$ cat config.mk
export PLATFORM = sky130hd
export DESIGN_NAME = mf_disp_hs_tx
export DESIGN_NICKNAME = d
export VERILOG_FILES = /design/src/rtl/mf_disp_hs_tx.sv
export SDC_FILE = /design/constraint.sdc
export NUM_CORES = 1
export LEC_CHECK = 0
export BUFFER_PORTS_ARGS = -buffer_cell sky130_fd_sc_hd__buf_2
export CAP_MARGIN = 20
export CORE_ASPECT_RATIO = 0.75
export CORE_MARGIN = 2
export CORE_UTILIZATION = 54
export DETAILED_ROUTE_END_ITERATION = 16
export HOLD_SLACK_MARGIN = 0.1
export PLACE_DENSITY = 0.91
export SYNTH_ARGS = -nofsm -noshare
export SYNTH_HDL_FRONTEND = slang
export SYNTH_SLANG_ARGS = --single-unit
$ cat constraint.sdc
create_clock -name clk_a -period 4.1 [get_ports clk_a]
set_input_delay 0.41 -clock clk_a [delete_from_list [all_inputs] [get_ports clk_a]]
set_output_delay 0.41 -clock clk_a [all_outputs]
set_load 0.01 [all_outputs]
$ cat src/rtl/mf_disp_hs_tx.sv
// mf_disp_hs_tx
// Transmit side of a 4-phase req/ack handshake that moves one DATA_W word
// from the clk_a domain toward a clk_b peer.
//
// Ports
//   clk_a     in   single clock, all state on rising edge
//   resetn    in   synchronous, active-low reset
//   in_valid  in   source offers in_data
//   in_data   in   word to transfer (DATA_W)
//   in_ready  out  word is accepted this cycle when in_valid is also high
//   req_b     out  registered request toward clk_b
//   data_b    out  registered data toward clk_b, held from accept to next accept
//   ack_b     in   acknowledge from clk_b (asynchronous to clk_a)
//   done      out  one-cycle pulse when a transfer completes
//   err       out  sticky timeout flag
//   err_clr   in   clears err on the next edge (a simultaneous timeout wins)
module mf_disp_hs_tx #(
  parameter int DATA_W = 16,
  parameter int TO_W   = 8
) (
  input  logic              clk_a,
  input  logic              resetn,
  input  logic              in_valid,
  input  logic [DATA_W-1:0] in_data,
  output logic              in_ready,
  output logic              req_b,
  output logic [DATA_W-1:0] data_b,
  input  logic              ack_b,
  output logic              done,
  output logic              err,
  input  logic              err_clr
);

  typedef enum logic [1:0] {
    IDLE = 2'd0,
    REQ  = 2'd1,
    DROP = 2'd2
  } state_t;

  localparam logic [TO_W-1:0] CNT_ONE = {{(TO_W-1){1'b0}}, 1'b1};
  localparam logic [TO_W-1:0] CNT_MAX = {TO_W{1'b1}};
  // Value from which one more increment saturates the counter.
  localparam logic [TO_W-1:0] CNT_PRE = CNT_MAX - CNT_ONE;

  state_t            state_q, state_d;
  logic              req_q, req_d;
  logic [DATA_W-1:0] data_q, data_d;
  logic              done_q, done_d;
  logic              err_q, err_d;
  logic [TO_W-1:0]   cnt_q, cnt_d;
  logic              to_hit;
  logic              accept;

  (* ASYNC_REG = "TRUE" *) logic ack_s1_q;
  (* ASYNC_REG = "TRUE" *) logic ack_s2_q;

  // The synchronizer flops clear in reset, so for the first two edges after
  // reset ack_s2 reads 0 regardless of the peer. warm_q marks when ack_s2
  // really reflects ack_b again, so a stale ack from a peer that was not
  // reset cannot let a new word in.
  logic [1:0] warm_q;

  always_ff @(posedge clk_a) begin
    if (!resetn) begin
      ack_s1_q <= 1'b0;
      ack_s2_q <= 1'b0;
      warm_q   <= 2'b00;
    end else begin
      ack_s1_q <= ack_b;
      ack_s2_q <= ack_s1_q;
      warm_q   <= {warm_q[0], 1'b1};
    end
  end

  assign in_ready = (state_q == IDLE) && !ack_s2_q && warm_q[1] && resetn;
  assign accept   = in_valid && in_ready;

  always_comb begin
    state_d = state_q;
    req_d   = req_q;
    data_d  = data_q;
    done_d  = 1'b0;
    cnt_d   = cnt_q;
    to_hit  = 1'b0;
    case (state_q)
      IDLE: begin
        if (accept) begin
          state_d = REQ;
          req_d   = 1'b1;
          data_d  = in_data;
          cnt_d   = '0;
        end
      end
      REQ: begin
        if (ack_s2_q) begin
          state_d = DROP;
          req_d   = 1'b0;
          cnt_d   = '0;
        end else if (cnt_q != CNT_MAX) begin
          cnt_d  = cnt_q + CNT_ONE;
          to_hit = (cnt_q == CNT_PRE);
        end
      end
      DROP: begin
        if (!ack_s2_q) begin
          state_d = IDLE;
          done_d  = 1'b1;
        end else if (cnt_q != CNT_MAX) begin
          cnt_d  = cnt_q + CNT_ONE;
          to_hit = (cnt_q == CNT_PRE);
        end
      end
      default: state_d = IDLE;
    endcase

    // Timeout only flags; the handshake keeps waiting for the peer.
    err_d = err_q;
    if (err_clr) err_d = 1'b0;
    if (to_hit)  err_d = 1'b1;
  end

  always_ff @(posedge clk_a) begin
    if (!resetn) begin
      state_q <= IDLE;
      req_q   <= 1'b0;
      data_q  <= '0;
      done_q  <= 1'b0;
      err_q   <= 1'b0;
      cnt_q   <= '0;
    end else begin
      state_q <= state_d;
      req_q   <= req_d;
      data_q  <= data_d;
      done_q  <= done_d;
      err_q   <= err_d;
      cnt_q   <= cnt_d;
    end
  end

  assign req_b  = req_q;
  assign data_b = data_q;
  assign done   = done_q;
  assign err    = err_q;

endmodule
== After elaboration in Yosys (flattened, before gate mapping) ==
Cells that the tools add are included.
Word-level totals
  bits in registers: 33
  output and inout bits: 20
  logic and storage cells: 53
Cells by class
  add/sub/neg operators: 1
  equality and inequality tests: 8
  muxes and demuxes: 20
  reduce and logical (&&, ||, !) cells: 14
Operator list (number)
  $mux W8: 4
  $pmux W8 S3: 1
  $mux W1: 9
  $reduce_and A3 Y1: 3
  $add A8 B1 Y8 const B: 1
  $eq A8 B8 Y1 const B: 1
  $ne A2 B2 Y1 const B: 4
  $ne A8 B8 Y1 const B: 1
  $mux W2: 3
  $pmux W2 S3: 1
  $logic_and A1 B1 Y1: 4
  $pmux W1 S2: 2
  $reduce_and A2 Y1: 2
  $reduce_bool A2 Y1: 2
  $reduce_bool A3 Y1: 1
  $eq A2 B1 Y1 const B: 1
  $eq A2 B2 Y1 const B: 1
  $logic_not A2 Y1: 1
  $logic_not A1 Y1: 1

== Logic depth before layout (Yosys ltp) ==
Gate-level depths: netlist of the first run.
  depth in word-level cells: 7
  depth in mapped cells: 8
  gate-level depth less buffers: 6

== Least setup slack after synthesis of the first run ==
OpenSTA, ideal clock, no wires.
  path kind: reg-to-reg
  start: reg state_q[0]
  end: reg cnt_q[2]
  setup time: 78 ps
  arrival time: 1484 ps
  data required time: 4022 ps
  setup slack: 2538 ps
  stages on the path, launching flop included: 7
  period minus slack after synthesis: 1562 ps
  cells stage by stage: dfxtp_1 -> inv_1 -> ha_1 -> nor3_1 -> a221o_1 -> a21oi_1 -> nor3_1
Between the ends
  word-level cells in the longest chain between the ends: 7
  elaborated cells on any way between the ends: 12
  classes of those cells: 4 x eq/ne; 1 x mux; 7 x reduce/logical
Ends and longest elaborated chain
  start, declared: RTL line 45  | state_t state_q, state_d;
  start signal, assigned: RTL line 131  | state_q <= state_d;
  $logic_not A2 Y1: RTL line 75, 85
  $logic_and A1 B1 Y1 (3 in a row): RTL line 75  | assign in_ready = (state_q == IDLE) && !ack_s2_q && warm_q[1] && resetn;
  $logic_and A1 B1 Y1: RTL line 76  | assign accept = in_valid && in_ready;
  $ne A2 B2 Y1 (no source line)
  $reduce_and A3 Y1 (no source line)
  end signal, assigned: RTL line 136  | cnt_q <= cnt_d;
  end, declared: RTL line 50  | logic [TO_W-1:0] cnt_q, cnt_d;
Parallel ways exist; a longest one is shown, timed or not.
A chain may end at the register's enable or synchronous reset.

== Worst setup path in the final report of the first run ==
  start: reg state_q[0]
  end: out in_ready
Between the ends
  word-level cells in the longest chain between the ends: 4
Ends and longest elaborated chain
  $logic_not A2 Y1: RTL line 75
  $logic_and A1 B1 Y1 (3 in a row): RTL line 75
  end, declared: RTL line 25  | output logic in_ready,
No other way between the ends.

==> results by group, run 1 <==
Setup path
  – Slowest-stage cell, CP: dfxtp_1
  – Worst Reg-to-Reg Cells: 6
  – Crit path largest cell delay: 0.34 ns
  – Endpoint type of the worst setup path: primary output
  – Crit path kind: reg -> out
  – Required time of the critical path: 3.69 ns
  – Worst r2r src: state_q[0]$_SDFFE_PN0P_
  – Worst path cell trace: inv_1, ha_1, and4b_4, buf_2
  – CP startpoint kind: flip-flop
  – Worst r2r dst: data_b[13]$_SDFFE_PN0P_
  – Crit path max fanout: 6
  – Arrival @ worst endpoint: 1.53 ns
  – R2R Setup Slk: 2.23 ns

Timing
  – Final Hold Viols: 0
  – Slew Limit Fails: 0
  – Max Clock Freq: 515.7 MHz
  – RSZ-0062 raised after global routing: false
  – Setup TNS: 0 ns
  – Worst slew margin: 53.80%
  – Least-Margin Pin Slew: 0.6923 ns
  – # setup viols final: 0
  – Fin Clk Skew: 0.008549 ns
  – Fin crit share: 47.29%
  – Final min period: 1.939 ns

GRT
  – First-pass GRT wire length: 5147 um
  – GRT Util Overall: 21.40%
  – Gr ovfl total: 0
  – Met1 GRT Util: 26.38%
  – Antenna violations before repair: 0
  – Largest net degree at the start of global routing: 24
  – Vias in the first global route: 1152
  – Met3 Track Usage GR: 8.545%
  – Global-route layer with the greatest usage: met2
  – M2 GR Usage: 34.03%

Power and ir drop
  – Comb power frac: 27.4%
  – NetSw: 0.0002312 W
  – Switching share of power: 31.87%
  – P_leak: 0.7171 nW
  – Flop pwr share: 47.4%
  – Peak VDD IR: 0.2105 mV
  – Power Internal: 0.0004942 W
  – Clock power frac: 25.2%
  – Total power divided by cell area: 419.9 nW/um2

Detailed routing
  – Initial DRC count: 81
  – WL per Instance: 12.84 um
  – DR pass1 iterations: 4
  – Drc violations: 0
  – WL final: 3146 um
  – Drt via density: 5.412
  – Post-route ant nets: 0
  – Vias: 1326

Finish
  – Nets: 236
  – Share of cells above drive strength 1: 25.36%
  – Number of diodes: 0
  – Finished layout cell area: 1728 um2
  – Area grow syn2layout: 17.73%
  – Most frequent cells in the layout: nand2_1 (40), buf_2 (40), dfxtp_1 (33)
  – Non-Filler Instances: 245

Synth
  – Sequential share of the synthesized area: 45.01%
  – Syn_nets: 196
  – Synth cell types: 37
  – Post-synth EDFFs: 0
  – Post-synth top flop: dfxtp_1
  – Post-synthesis instance area: 1468 um2
  – Async set-reset flop share out of synthesis: 0%
  – Syn_area_per_cell: 8.684 um2
  – Number of synthesized register bits: 33
  – Yosys Warn Count: 0
  – Cell count after synthesis: 169

Placed design
  – # port buffers: 40
  – Placed cell count: 238
  – Placed Instance Area: 1673 um2
  – Detail Placement HPWL: 2295 um
  – RePlAce Congestion: 0.8140

Die
  – DIE AREA: 3155 um2
  – Core ar.: 2603 um2
  – IO Count: 41
  – Chip width: 64.20 um
  – Initial Utilization: 56.39%
  – Die Height: 49.15 um
  – FP Rows: 16

Min path
  – Worst Hold Class: in -> reg
  – Endpoint, Worst Hold: ack_s1_q$_SDFF_PN0_
  – Worst min-delay path startpoint: ack_b
  – Cell depth of the worst min-delay path: 2

Clocking
  – CTS resizes: 0
  – Clock insertion delay at the later pin of the skew report: 0.34 ns
  – Root buffer selected by CTS: clkbuf_4
  – Reg clk slew, reported paths: 0.09 ns
  – CTS tree: yes
  – CTS Buf Count: 5
  – CTS Hold Bufs: 0
  – Clk sinks: 33
  – Post-CTS setup buffer count: 0
  – Max Root-Sink Buffers: 2
  – Number of H-tree levels: 2

Run status
  – Status: complete, no violations

Flow run
  – MaxCap Viol Count: 0
[sequential cells by signal (all words and copies together) (netlist names)]
signal and count:
cnt_q 8, data_b 16, err 1, done 1, warm_q 2, req_b 1
ack_s1_q 1, ack_s2_q 1, state_q 2
[cell families after synthesis]
logic type | after synthesis | synth area share, %
compound gates | 46 | 21.14
fa+ha+maj | 6 | 5.115
buf+inv | 13 | 4.262
flops | 33 | 45.01
mux | 2 | 1.364
simple gates | 69 | 23.10
[worst max-delay path, delay by kind of cell, from the launching register on]
kind,cells,cell delay (ns)
adder cells (fa/ha/maj),1,0.31
buffers and inverters,2,0.24
AND/OR/NAND/NOR,1,0.29
flip-flops,1,0.34
[cells in the mapped netlist (2+ instances only)]
| library cell | n | area [um2] |
|---|---|---|
| inv_1 | 6 | 22.52 |
| o22ai_1 | 3 | 18.77 |
| nand4_1 | 3 | 18.77 |
| and3_1 | 2 | 12.51 |
| dfxtp_1 | 33 | 660.6 |
| o211ai_1 | 2 | 15.01 |
| mux2i_1 | 2 | 20.02 |
| clkbuf_1 | 3 | 11.26 |
| a21oi_1 | 28 | 140.1 |
| nand2_1 | 40 | 150.1 |
| nor3_1 | 3 | 15.01 |
| nor2_1 | 6 | 22.52 |
| ha_1 | 6 | 75.07 |
| nand3_1 | 4 | 20.02 |
| and2_1 | 4 | 25.02 |
| o21a_1 | 2 | 15.01 |
| o21ai_0 | 2 | 10.01 |
[power by group through the flow]
stage | Sequential, W | Clock [W] | Combinational [W]
floorplan | 0.000352 | 0 | 0.000152
global placement | 0.000350 | 0 | 0.000195
detailed placement | 0.000352 | 0 | 0.000197
CTS | 0.000344 | 0.000188 | 0.000197
global route | 0.000347 | 0.000201 | 0.000222
finish | 0.000344 | 0.000183 | 0.000199
[layout make-up]
class                   instances  area [um2]
fillers                       213       874.6
multi-input cells             123       744.5
flip-flops and latches         33       660.6
inverters                       6       22.52
repair buffers                 40       200.2
well taps                      36       45.04
clock buffers                   7       55.05
[metal layers]
layer | wire [um] | up-vias | share of wire [%]
li1 | - | 668 | -
met1 | 1400 | 617 | 45
met2 | 1498 | 37 | 48
met3 | 219 | 4 | 7.0
met4 | 27 | 0 | 0.86
met5 | 0 | - | 0
[through the flow]
step / util [%] / worst slack (ns) / hold slack [ns] / total power, W
floorplan: - / 2.538 / 0.4119 / 0.0005043
global route: 66.39 / 2.036 / 0.2741 / 0.0007699
global placement: 64.28 / 2.330 / 0.4177 / 0.0005446
detailed placement: 64.28 / 2.258 / 0.4306 / 0.0005487
finish: 66.39 / 2.161 / 0.2792 / 0.0007255
CTS: 66.39 / 2.139 / 0.2703 / 0.0007294
[worst max path at each step]
stage / to / startpoint / slack, ns / cells after the start
after floorplan: cnt_q[2]$_SDFFE_PN0P_ / state_q[0]$_SDFFE_PN0P_ / 2.54 / 6
after global placement: data_b[13]$_SDFFE_PN0P_ / state_q[0]$_SDFFE_PN0P_ / 2.33 / 6
after detailed placement: data_b[13]$_SDFFE_PN0P_ / state_q[0]$_SDFFE_PN0P_ / 2.26 / 6
after CTS: in_ready / state_q[0]$_SDFFE_PN0P_ / 2.14 / 4
after global routing: data_b[3]$_SDFFE_PN0P_ / state_q[0]$_SDFFE_PN0P_ / 2.04 / 6
final: in_ready / state_q[0]$_SDFFE_PN0P_ / 2.16 / 4
No activity file was read; power rests on OpenSTA's default activity.
==> run 2: changes to the inputs <==
CORE_UTILIZATION = 46   (was 54)
PLACE_DENSITY = 0.84   (was 0.91)
clock period = 1.6 ns   (was 4.1 ns; I/O delays follow)
==> run 2 against run 1 <==
  * Worst setup slack got worse by 2.1 ns
  * Flip-flop and latch count unchanged
  * First-iteration DRC count fell by 38%
  * Critical path depth rose by 3
  * Global-route usage is 2.5 points lower
  * Via count rose by 2.7%
==> results by group, run 2 (synthesized netlist as in run 1, its figures left out) <==
Detailed routing
  – Post-route ant nets: 0 (unchanged)
  – WL per Instance: 13.11 um (+2.1%)
  – Initial DRC count: 50 (-38%)
  – Drt via density: 5.179 (-4.3%)
  – DR pass1 iterations: 4 (unchanged)
  – Vias: 1362 (+2.7%)
  – WL final: 3447 um (+9.6%)
  – Drc violations: 0 (unchanged)

Clocking
  – Number of H-tree levels: 2 (unchanged)
  – Reg clk slew, reported paths: 0.07 ns (-0.02 ns)
  – Clock insertion delay at the later pin of the skew report: 0.27 ns (-0.07 ns)
  – Max Root-Sink Buffers: 2 (unchanged)
  – CTS Buf Count: 5 (unchanged)
  – Clk sinks: 33 (unchanged)
  – CTS tree: yes
  – Root buffer selected by CTS: clkbuf_8

Timing
  – Setup TNS: 0 ns (unchanged)
  – Final min period: 1.537 ns
  – RSZ-0062 raised after global routing: true
  – Hold_ws: 0.1164 ns (-0.1628 ns)
  – Least-Margin Pin Slew: 0.3550 ns (-0.3373 ns)
  – Fin crit share: 96.07%
  – Worst slew margin: 76.03% (+22 points)
  – # setup viols final: 0 (unchanged)
  – Max Clock Freq: 650.6 MHz
  – Fin Clk Skew: 0.006004 ns (-0.002545 ns)
  – Slew Limit Fails: 0 (unchanged)
  – Final Hold Viols: 0 (unchanged)

Die
  – DIE AREA: 3663 um2 (+16%)
  – Chip width: 69.23 um (+7.8%)
  – Initial Utilization: 48.94% (-7.5 points)
  – Core ar.: 2999 um2 (+15%)
  – IO Count: 41 (unchanged)
  – FP Rows: 17 (+1)
  – Die Height: 52.92 um (+7.7%)

Finish
  – Share of cells above drive strength 1: 36.89% (+12 points)
  – Max reg flops: 16 (unchanged)
  – Number of diodes: 0 (unchanged)
  – Area grow syn2layout: 37.34%
  – Fill count: 257 (+21%)
  – Most frequent cells in the layout: nand2_1 (40), buf_2 (40), dfxtp_1 (30)
  – Nets: 251 (+6.4%)

Setup path
  – Arrival @ worst endpoint: 1.73 ns (+0.20 ns)
  – Endpoint type of the worst setup path: flip-flop
  – CP startpoint kind: flip-flop
  – Worst r2r src: state_q[0]$_SDFFE_PN0P_
  – Crit path max fanout: 7 (+1)
  – Worst r2r dst: cnt_q[1]$_SDFFE_PN0P_
  – Crit path kind: reg -> reg
  – Worst Reg-to-Reg Cells: 7 (+1)
  – Required time of the critical path: 1.79 ns (-1.90 ns)
  – R2R Setup Slk: 0.06 ns (-2.17 ns)

Placed design
  – RePlAce Congestion: 0.8508 (+4.5%)
  – Detail Placement HPWL: 2485 um (+8.3%)
  – # port buffers: 40 (unchanged)

GRT
  – First-pass GRT wire length: 5368 um (+4.3%)
  – Antenna violations before repair: 0 (unchanged)
  – Vias in the first global route: 1219 (+5.8%)
  – GRT Util Overall: 18.91% (-2.5 points)
  – Largest net degree at the start of global routing: 18 (-25%)
  – Gr ovfl total: 0 (unchanged)

Min path
  – Endpoint, Worst Hold: data_b[15]$_SDFFE_PN0P_
  – Worst min-delay path startpoint: in_data[15]
  – Cell depth of the worst min-delay path: 3 (+1)
  – Worst Hold Class: in -> reg

Run status
  – Status: complete, no violations

Flow run
  – MaxCap Viol Count: 0 (unchanged)

Power and ir drop
  – Total power divided by cell area: 1209 nW/um2 (+190%)
  – Peak VDD IR: 0.7432 mV (+250%)
  – Design Power: 0.002436 W (+240%)
  – P_leak: 0.8692 nW (+21%)
## run 2: changes by cell type in the layout (fill, tap and decap cells not counted), moves of 2 or more
cell      change
ha_4          +3
buf_4        +11
buf_6         +2
inv_1         -2
ha_1          -3
dfxtp_2       +2
clkbuf_8      +5
clkbuf_4      -5
dfxtp_1       -3
## run 2: final cells by class
class | count | area, um2 | share of cell area [%]
Tap cell | 38 | 47.55 | 2.359
Timing Repair Buffer | 55 | 335.3 | 16.64
Clock inverter | 1 | 30.03 | 1.490
Clock buffer | 7 | 86.33 | 4.283
Multi-Input combinational cell | 123 | 819.5 | 40.66
Sequential cell | 33 | 666.9 | 33.09
Inverter | 6 | 30.03 | 1.490
## run 2: worst max-delay path by stage
| stage | from | endpoint | cells after the start | slack [ns] |
|---|---|---|---|---|
| 2_1_floorplan | state_q[0]$_SDFFE_PN0P_ | cnt_q[2]$_SDFFE_PN0P_ | 6 | 0.04 |
| 3_3_place_gp | state_q[0]$_SDFFE_PN0P_ | cnt_q[1]$_SDFFE_PN0P_ | 6 | -0.03 |
| 3_5_place_dp | state_q[0]$_SDFFE_PN0P_ | cnt_q[2]$_SDFFE_PN0P_ | 6 | -0.09 |
| 4_1_cts | state_q[1]$_SDFFE_PN0P_ | err$_SDFFE_PN0P_ | 6 | -0.03 |
| 5_1_grt | state_q[0]$_SDFFE_PN0P_ | cnt_q[1]$_SDFFE_PN0P_ | 7 | -0.009 |
| 6_report | state_q[0]$_SDFFE_PN0P_ | cnt_q[1]$_SDFFE_PN0P_ | 7 | 0.06 |
## run 2: routing by layer
layer | part of all wire [%] | track usage, %
met1 | 48 | 23.97
met2 | 48 | 31.89
met3 | 3.8 | 5.143
met4 | 0.55 | 5.882
met5 | 0 | 0
## run 2: repair_timing
action,4_1_cts,5_1_grt
hold endpoints to repair,1,0
pin swaps,1,0
hold buffers,1,0
gates resized for setup,8,18
buffers inserted,1,0
endpoints found under the setup margin,9,28
## run 2: power by group
group | switching [W] | internal (W) | total [W] | leakage, nW
Clock | 0.000280 | 0.000507 | 0.000787 | 0.0585
Sequential | 0.0000454 | 0.000868 | 0.000913 | 0.269
Combinational | 0.000381 | 0.000355 | 0.000736 | 0.542
Total | 0.000706 | 0.00173 | 0.00244 | 0.869
## run 2: critical path, cell delays in order, from the launching register on
cell and delay (ns):
dfxtp_4 0.39, inv_6 0.05, ha_4 0.17, buf_6 0.12
a221oi_4 0.28, buf_6 0.17, nand3b_4 0.08, o32ai_2 0.19
## run 2: stage by stage
step | std cells | instance area [um2] | utilization (%) | setup WS [ns]
final | 263 | 2016 | 67.21 | 0.06286
after floorplan | 169 | 1468 | - | 0.03777
after global routing | 263 | 2016 | 67.21 | -0.009100
after global placement | 253 | 1785 | 59.53 | -0.03472
after CTS | 263 | 1944 | 64.83 | -0.02659
after detailed placement | 253 | 1785 | 59.53 | -0.08559
